`src/rtl/adder_seq_if.sv`:
```
// Bus bundle for adder_seq: ALU-side request/result signals plus the link to the
// shared 8-bit ripple adder. The sequencer uses the slave modport.
interface adder_seq_if #(
   parameter int NBYTES = 4
);
   localparam int W = 8 * NBYTES;

   // Handshake: start is sampled only while idle (busy=0, done=0); busy stays high
   // for the NBYTES byte cycles; done pulses for one cycle when result/c/v/z are
   // valid, and those hold until the next accepted start overwrites them.
   logic         start;
   logic         op_sub;
   logic         cin;
   logic [W-1:0] opa;
   logic [W-1:0] opb;

   logic [7:0]   add_a;
   logic [7:0]   add_b;
   logic         add_ci;
   logic [7:0]   add_y;
   logic         add_c;
   logic         add_v;

   logic [W-1:0] result;
   logic         c_out;
   logic         v_out;
   logic         z_out;
   logic         busy;
   logic         done;

   modport master (
      output start, op_sub, cin, opa, opb,
      output add_y, add_c, add_v,
      input  add_a, add_b, add_ci,
      input  result, c_out, v_out, z_out, busy, done
   );

   modport slave (
      input  start, op_sub, cin, opa, opb,
      input  add_y, add_c, add_v,
      output add_a, add_b, add_ci,
      output result, c_out, v_out, z_out, busy, done
   );
endinterface

```
`src/rtl/adder_seq.sv`:
```
// Multi-precision add/subtract sequencer: walks NBYTES bytes LSB-first through one
// external 8-bit adder, chaining its carry and assembling the wide result and flags.
module adder_seq #(
   parameter int NBYTES = 4
) (
   input  logic        clk,
   input  logic        rst_n,
   adder_seq_if.slave  bus,
   output logic [1:0]  state_dbg
);
   localparam int W    = 8 * NBYTES;
   localparam int IDXW = $clog2(NBYTES);
   localparam logic [IDXW-1:0] LAST = IDXW'(NBYTES - 1);

   typedef enum logic [1:0] {
      IDLE = 2'd0,
      RUN  = 2'd1,
      FIN  = 2'd2
   } state_t;

   state_t                  state;
   logic [IDXW-1:0]         idx;
   logic [NBYTES-1:0][7:0]  a_q;
   logic [NBYTES-1:0][7:0]  b_q;
   logic [NBYTES-1:0][7:0]  res_q;
   logic [NBYTES-1:0][7:0]  res_nx;
   logic                    sub_q;
   logic                    carry;
   logic                    c_q;
   logic                    v_q;
   logic                    z_q;
   logic                    busy_q;
   logic                    done_q;
   logic                    last_byte;

   assign last_byte = (idx == LAST);

   // The adder only sees live operands in RUN so idle cycles present a quiet bus.
   always_comb begin
      bus.add_a  = 8'd0;
      bus.add_b  = 8'd0;
      bus.add_ci = 1'b0;
      if (state == RUN) begin
         bus.add_a  = a_q[idx];
         bus.add_b  = sub_q ? ~b_q[idx] : b_q[idx];
         bus.add_ci = carry;
      end
   end

   // Full post-write result, so Z can be registered on the same edge as the last byte.
   always_comb begin
      res_nx      = res_q;
      res_nx[idx] = bus.add_y;
   end

   always_ff @(posedge clk or negedge rst_n) begin
      if (!rst_n) begin
         state  <= IDLE;
         idx    <= '0;
         a_q    <= '0;
         b_q    <= '0;
         res_q  <= '0;
         sub_q  <= 1'b0;
         carry  <= 1'b0;
         c_q    <= 1'b0;
         v_q    <= 1'b0;
         z_q    <= 1'b0;
         busy_q <= 1'b0;
         done_q <= 1'b0;
      end else begin
         case (state)
            IDLE: begin
               done_q <= 1'b0;
               if (bus.start) begin
                  a_q    <= bus.opa;
                  b_q    <= bus.opb;
                  sub_q  <= bus.op_sub;
                  carry  <= bus.cin;
                  idx    <= '0;
                  busy_q <= 1'b1;
                  state  <= RUN;
               end
            end
            RUN: begin
               res_q <= res_nx;
               carry <= bus.add_c;
               if (last_byte) begin
                  // The top byte's adder V is the signed overflow of the whole word.
                  c_q    <= bus.add_c;
                  v_q    <= bus.add_v;
                  z_q    <= (res_nx == '0);
                  busy_q <= 1'b0;
                  done_q <= 1'b1;
                  state  <= FIN;
               end else begin
                  idx <= idx + 1'b1;
               end
            end
            FIN: begin
               done_q <= 1'b0;
               idx    <= '0;
               state  <= IDLE;
            end
            default: begin
               busy_q <= 1'b0;
               done_q <= 1'b0;
               idx    <= '0;
               state  <= IDLE;
            end
         endcase
      end
   end

   assign bus.result = W'(res_q);
   assign bus.c_out  = c_q;
   assign bus.v_out  = v_q;
   assign bus.z_out  = z_q;
   assign bus.busy   = busy_q;
   assign bus.done   = done_q;
   assign state_dbg  = state;
endmodule

```
`src/flat_wrapper.sv`:
```
// flat-port wrapper written by rule: the top's interface ports become plain ports
module adder_seq_flat 
#(
   parameter int NBYTES = 4
)
  (clk, rst_n, state_dbg, bus_start, bus_op_sub, bus_cin, bus_opa, bus_opb, bus_add_y, bus_add_c, bus_add_v, bus_add_a, bus_add_b, bus_add_ci, bus_result, bus_c_out, bus_v_out, bus_z_out, bus_busy, bus_done);
  adder_seq_if #(.NBYTES(NBYTES)) bus_i ();
  input  logic clk;
  input  logic rst_n;
  output logic [1:0] state_dbg;
  input wire logic [$bits(bus_i.start)-1:0] bus_start;
  input wire logic [$bits(bus_i.op_sub)-1:0] bus_op_sub;
  input wire logic [$bits(bus_i.cin)-1:0] bus_cin;
  input wire logic [$bits(bus_i.opa)-1:0] bus_opa;
  input wire logic [$bits(bus_i.opb)-1:0] bus_opb;
  input wire logic [$bits(bus_i.add_y)-1:0] bus_add_y;
  input wire logic [$bits(bus_i.add_c)-1:0] bus_add_c;
  input wire logic [$bits(bus_i.add_v)-1:0] bus_add_v;
  output wire logic [$bits(bus_i.add_a)-1:0] bus_add_a;
  output wire logic [$bits(bus_i.add_b)-1:0] bus_add_b;
  output wire logic [$bits(bus_i.add_ci)-1:0] bus_add_ci;
  output wire logic [$bits(bus_i.result)-1:0] bus_result;
  output wire logic [$bits(bus_i.c_out)-1:0] bus_c_out;
  output wire logic [$bits(bus_i.v_out)-1:0] bus_v_out;
  output wire logic [$bits(bus_i.z_out)-1:0] bus_z_out;
  output wire logic [$bits(bus_i.busy)-1:0] bus_busy;
  output wire logic [$bits(bus_i.done)-1:0] bus_done;
  assign bus_i.start = bus_start;
  assign bus_i.op_sub = bus_op_sub;
  assign bus_i.cin = bus_cin;
  assign bus_i.opa = bus_opa;
  assign bus_i.opb = bus_opb;
  assign bus_i.add_y = bus_add_y;
  assign bus_i.add_c = bus_add_c;
  assign bus_i.add_v = bus_add_v;
  assign bus_add_a = bus_i.add_a;
  assign bus_add_b = bus_i.add_b;
  assign bus_add_ci = bus_i.add_ci;
  assign bus_result = bus_i.result;
  assign bus_c_out = bus_i.c_out;
  assign bus_v_out = bus_i.v_out;
  assign bus_z_out = bus_i.z_out;
  assign bus_busy = bus_i.busy;
  assign bus_done = bus_i.done;
  adder_seq #(.NBYTES(NBYTES)) u_core (.clk(clk), .rst_n(rst_n), .bus(bus_i), .state_dbg(state_dbg));
endmodule
```
`config.mk`:
```
export PLATFORM = sky130hd
export DESIGN_NAME = adder_seq_flat
export DESIGN_NICKNAME = d
export VERILOG_FILES = /design/src/rtl/adder_seq_if.sv /design/src/rtl/adder_seq.sv /design/src/flat_wrapper.sv
export SDC_FILE = /design/constraint.sdc
export NUM_CORES = 1
export LEC_CHECK = 0
export CAP_MARGIN = 20
export CORE_ASPECT_RATIO = 1.5
export CORE_MARGIN = 4
export CORE_UTILIZATION = 45
export DETAILED_ROUTE_END_ITERATION = 6
export PLACE_DENSITY = 0.76
export SKIP_LAST_GASP = 1
export SYNTH_ARGS = -nofsm -noshare
export SYNTH_HDL_FRONTEND = slang
export SYNTH_SLANG_ARGS = --single-unit
```
`constraint.sdc`:
```
create_clock -name clk -period 3.4 [get_ports clk]
set_clock_uncertainty 0.2 [all_clocks]
set_input_delay 0.68 -clock clk [delete_from_list [all_inputs] [get_ports clk]]
set_output_delay 0.68 -clock clk [all_outputs]
set_load 0.02 [all_outputs]
```
==> implementation parameters <==
Parameter                              Value

Synthesis
  FFs w/ async S/R, synth ... 1.000
  Post-Syn Nets ... between 400 and 500
  Synthesis Warnings ... 0
  Mapped cell area ... 0.004871 sq mm
  Instance count of the mapped netlist ... 339
  Synth unique cells ... 37
  Post-synthesis cell type with the largest combined area ... dfrtp_1
  Number of flops mapped to enable cells by yosys ... 0
  Total of flip-flops plus latches after synthesis ... 107
  Area share of the largest cell type after synthesis ... 0.5497
  Biggest area contributors in the synthesized netlist ... dfrtp_1 55%, mux2_2 15%, mux4_2 7.4%
  Mean post-synth cell area ... ~14 sq um
  Sequential share of the synthesized area ... 0.5497
  Predominant post-synthesis flop cell ... dfrtp_1

Floorplanning
  Chip Height ... ~140 um
  Floorplan die area ... between 0.01 and 0.015 sq mm
  Core Footprint ... ~0.011 sq mm
  Number of rows created at floorplan ... between 40 and 50
  Horizontal extent of the die ... just over 90 um
  Initial standard-cell utilization of the core ... 0.4599
  Ports placed on the boundary ... about 140

GRT
  Largest net degree at the start of global routing ... 60
  GR Layer Usage met3 ... 0.03168
  Gr busiest metal ... met2
  Initial antenna violation count ... 0
  Global-route usage over all layers ... 0.1862
  Vias in the first global route ... around 3500
  Met1 Track Usage GR ... 0.2072
  Final global-route overflow total ... 0
  Met2 Use GR ... 0.3379
  Wire length of the first global-routing pass ... roughly 18000 um

Power and ir drop
  VDD IR max ... a little under 500 uV
  Cell Pwr Density ... around 1000 mW/mm^2
  Static leakage ... approximately 2.7 nW

Cells and area
  Nets ... 557
  Most frequent cells in the layout ... 132 x clkdlybuf4s50_1, 107 x dfrtp_1, 65 x mux2_2
  Ant diodes ... 0
  Fill cell count ... approximately 860
  Most frequent standard cell in the layout excluding fill and tap cells ... clkdlybuf4s50_1
  Final instance area ... approximately 0.0067 sq mm
  Post-route insts no fill ... between 600 and 700
  Syn-to-layout area delta ... 37.45%
  Share of layout cells above drive strength 1 ... 0.2385

Timing
  Final total negative setup slack ... 0 ps
  Relative slew margins ... 0.5846
  Clock period minus worst slack ... approximately 3300 ps
  Least-Margin Pin Slew ... 623.0 ps
  Final hold violation count ... 0
  RSZ-0062 raised after global routing ... no
  Total of endpoints with negative setup slack in the final report ... 0
  Final worst-path cycle share ... 0.9659
  Pins Over Slew Limit ... 0
  Achievable Freq ... 304.5 MHz

Critical path
  Worst Path Required ... 2520 ps
  Critical Path Sink Type ... output port
  Category of the most critical setup path ... flop to output port
  Arrival time at the worst endpoint ... around 2400 ps
  Crit Reg-Reg Startpoint ... u_core.idx[1]
  Crit-path max FO ... 20
  Startpoint type of the worst setup path ... flop
  Beginning of the critical path ... u_core.idx[0]

Route
  Post-detailed-route DRC marker count ... 0
  Vias post-DR ... 3259
  DRC violation total after the first TritonRoute iteration ... around 150
  Avg WL per Cell ... ~18 um
  Pre-antenna DRT Iters ... 6
  Via density per instance ... 5.240
  Number of routed nets with antenna violations ... 0
  Overall routed net length ... 11080 um

Clock network
  Clock root buffer master ... clkbuf_16
  TritonCTS clock tree ... done
  Clock input transition at the sequential cells of the worst setup and hold paths ... about 70 ps
  Latest clock arrival within the worst-skew pair ... 340 ps
  CTS Hold Buffers Added ... 0
  Cts bufs inserted ... 9
  CTS max path bufs ... 2
  Sink Count ... 107
  H-tree level count ... 3
  # Post-CTS Setup Buffers ... 0

Placed design
  DPL Wire Length ... 8494 um
  Placement Cell Area ... approximately 0.0063 sq mm
  Placed cell count ... ~610
  IO Port Bufs ... about 130
  Weighted congestion reported at the end of routability-driven placement ... just over 0.8

Flow run
  Maximum Capacitance Violations ... 0

Run status
  Run status ... finished, final reports clean

Worst hold path
  Class of the worst hold path ... input pin to async pin
==> area by class of cell <==
class | instances | area (sq um) | share of cell area
well taps | 144 | 180.2 | 0.02691
flip-flops and latches | 107 | 2678 | 0.3999
repair buffers | 141 | 1419 | 0.2119
clock inverters | 6 | 113.9 | 0.01701
inverters | 7 | 26.28 | 0.003925
clock buffers | 10 | 229.0 | 0.03420
multi-input cells | 207 | 2049 | 0.3061
==> per-stage QoR <==
step,hold slack (ps),total power [mW],setup slack [ps],util
floorplan,184.4,4.454,929.3,-
global placement,264.4,5.714,488.7,0.5996
detailed placement,270.7,5.826,458.4,0.5996
CTS,171.8,7.012,75.48,0.6320
global route,195.1,7.339,16.48,0.6322
finish,140.9,6.909,116.0,0.6322
==> cell usage after synthesis (3+ instances only) <==
cell type  count
a21oi_1        5
and2_1         9
buf_2          5
buf_4          4
buf_6          4
clkbuf_1       3
dfrtp_1      107
ha_1           5
inv_1          7
mux2_1        30
mux2_2        65
mux4_2        16
nand2_1        5
nand2_2        4
nor2_1        18
nor3_1         7
nor4_1         5
o21ai_0        6
o22ai_1        3
xnor2_1        8
==> worst paths after layout <==
| check | cells past startpoint | to | slack (ps) |
|---|---|---|---|
| max | 5 | bus_add_b[5] | 120 |
| min | 1 | u_core.sub_q | 140 |
| max reg2reg | 7 | u_core.bus.z_out | 810 |
| min reg2reg | 1 | u_core.b_q[21] | 280 |
| max in group asynchronous | 2 | u_core.a_q[9] | 2120 |
| min in group clk | 1 | u_core.b_q[21] | 280 |
==> kinds of logic (layout without fill, tap and decap cells) <==
logic type / count (synthesis) / after routing / share of synthesized area
buf+inv: 25 / 164 / 0.02980
fa+ha+maj: 5 / 5 / 0.01284
compound gates: 24 / 24 / 0.03365
xor+xnor: 8 / 8 / 0.01439
simple gates: 59 / 59 / 0.06601
mux: 111 / 111 / 0.2936
flops: 107 / 107 / 0.5497
==> state kept, by name (all words and copies together), names as in the netlist, 2 cells and up <==
register / flops
u_core.b_q: 32
u_core.a_q: 32
u_core.state_dbg: 2
u_core.idx: 2
u_core.bus.result: 32
==> per-layer routing <==
layer  share of wire  wire (um)  vias to the layer above
met5               0          0                        -
met4           0.026        284                        0
met3           0.059        653                       20
met2            0.55       6079                      105
met1            0.37       4066                     1643
li1                -          -                     1491
==> worst max-delay path, cell delays in order, from the launching register on <==
cell and delay (ps):
dfrtp_1 400, buf_12 210, mux4_2 530, xnor2_1 140, nor2_1 140, clkdlybuf4s50_1 630
==> power by group <==
group / switching (mW) / total, mW / internal, mW
registers: 0.420 / 2.34 / 1.92
clock network: 0.448 / 1.17 / 0.721
logic: 1.51 / 3.40 / 1.89
==> what timing repair did <==
item | 4_1_cts | 5_1_grt
resized for setup | 0 | 1
endpoints found under the hold margin | 0 | 0
setup endpoints to repair | 0 | 1
No activity file was read; power rests on OpenSTA's default activity.
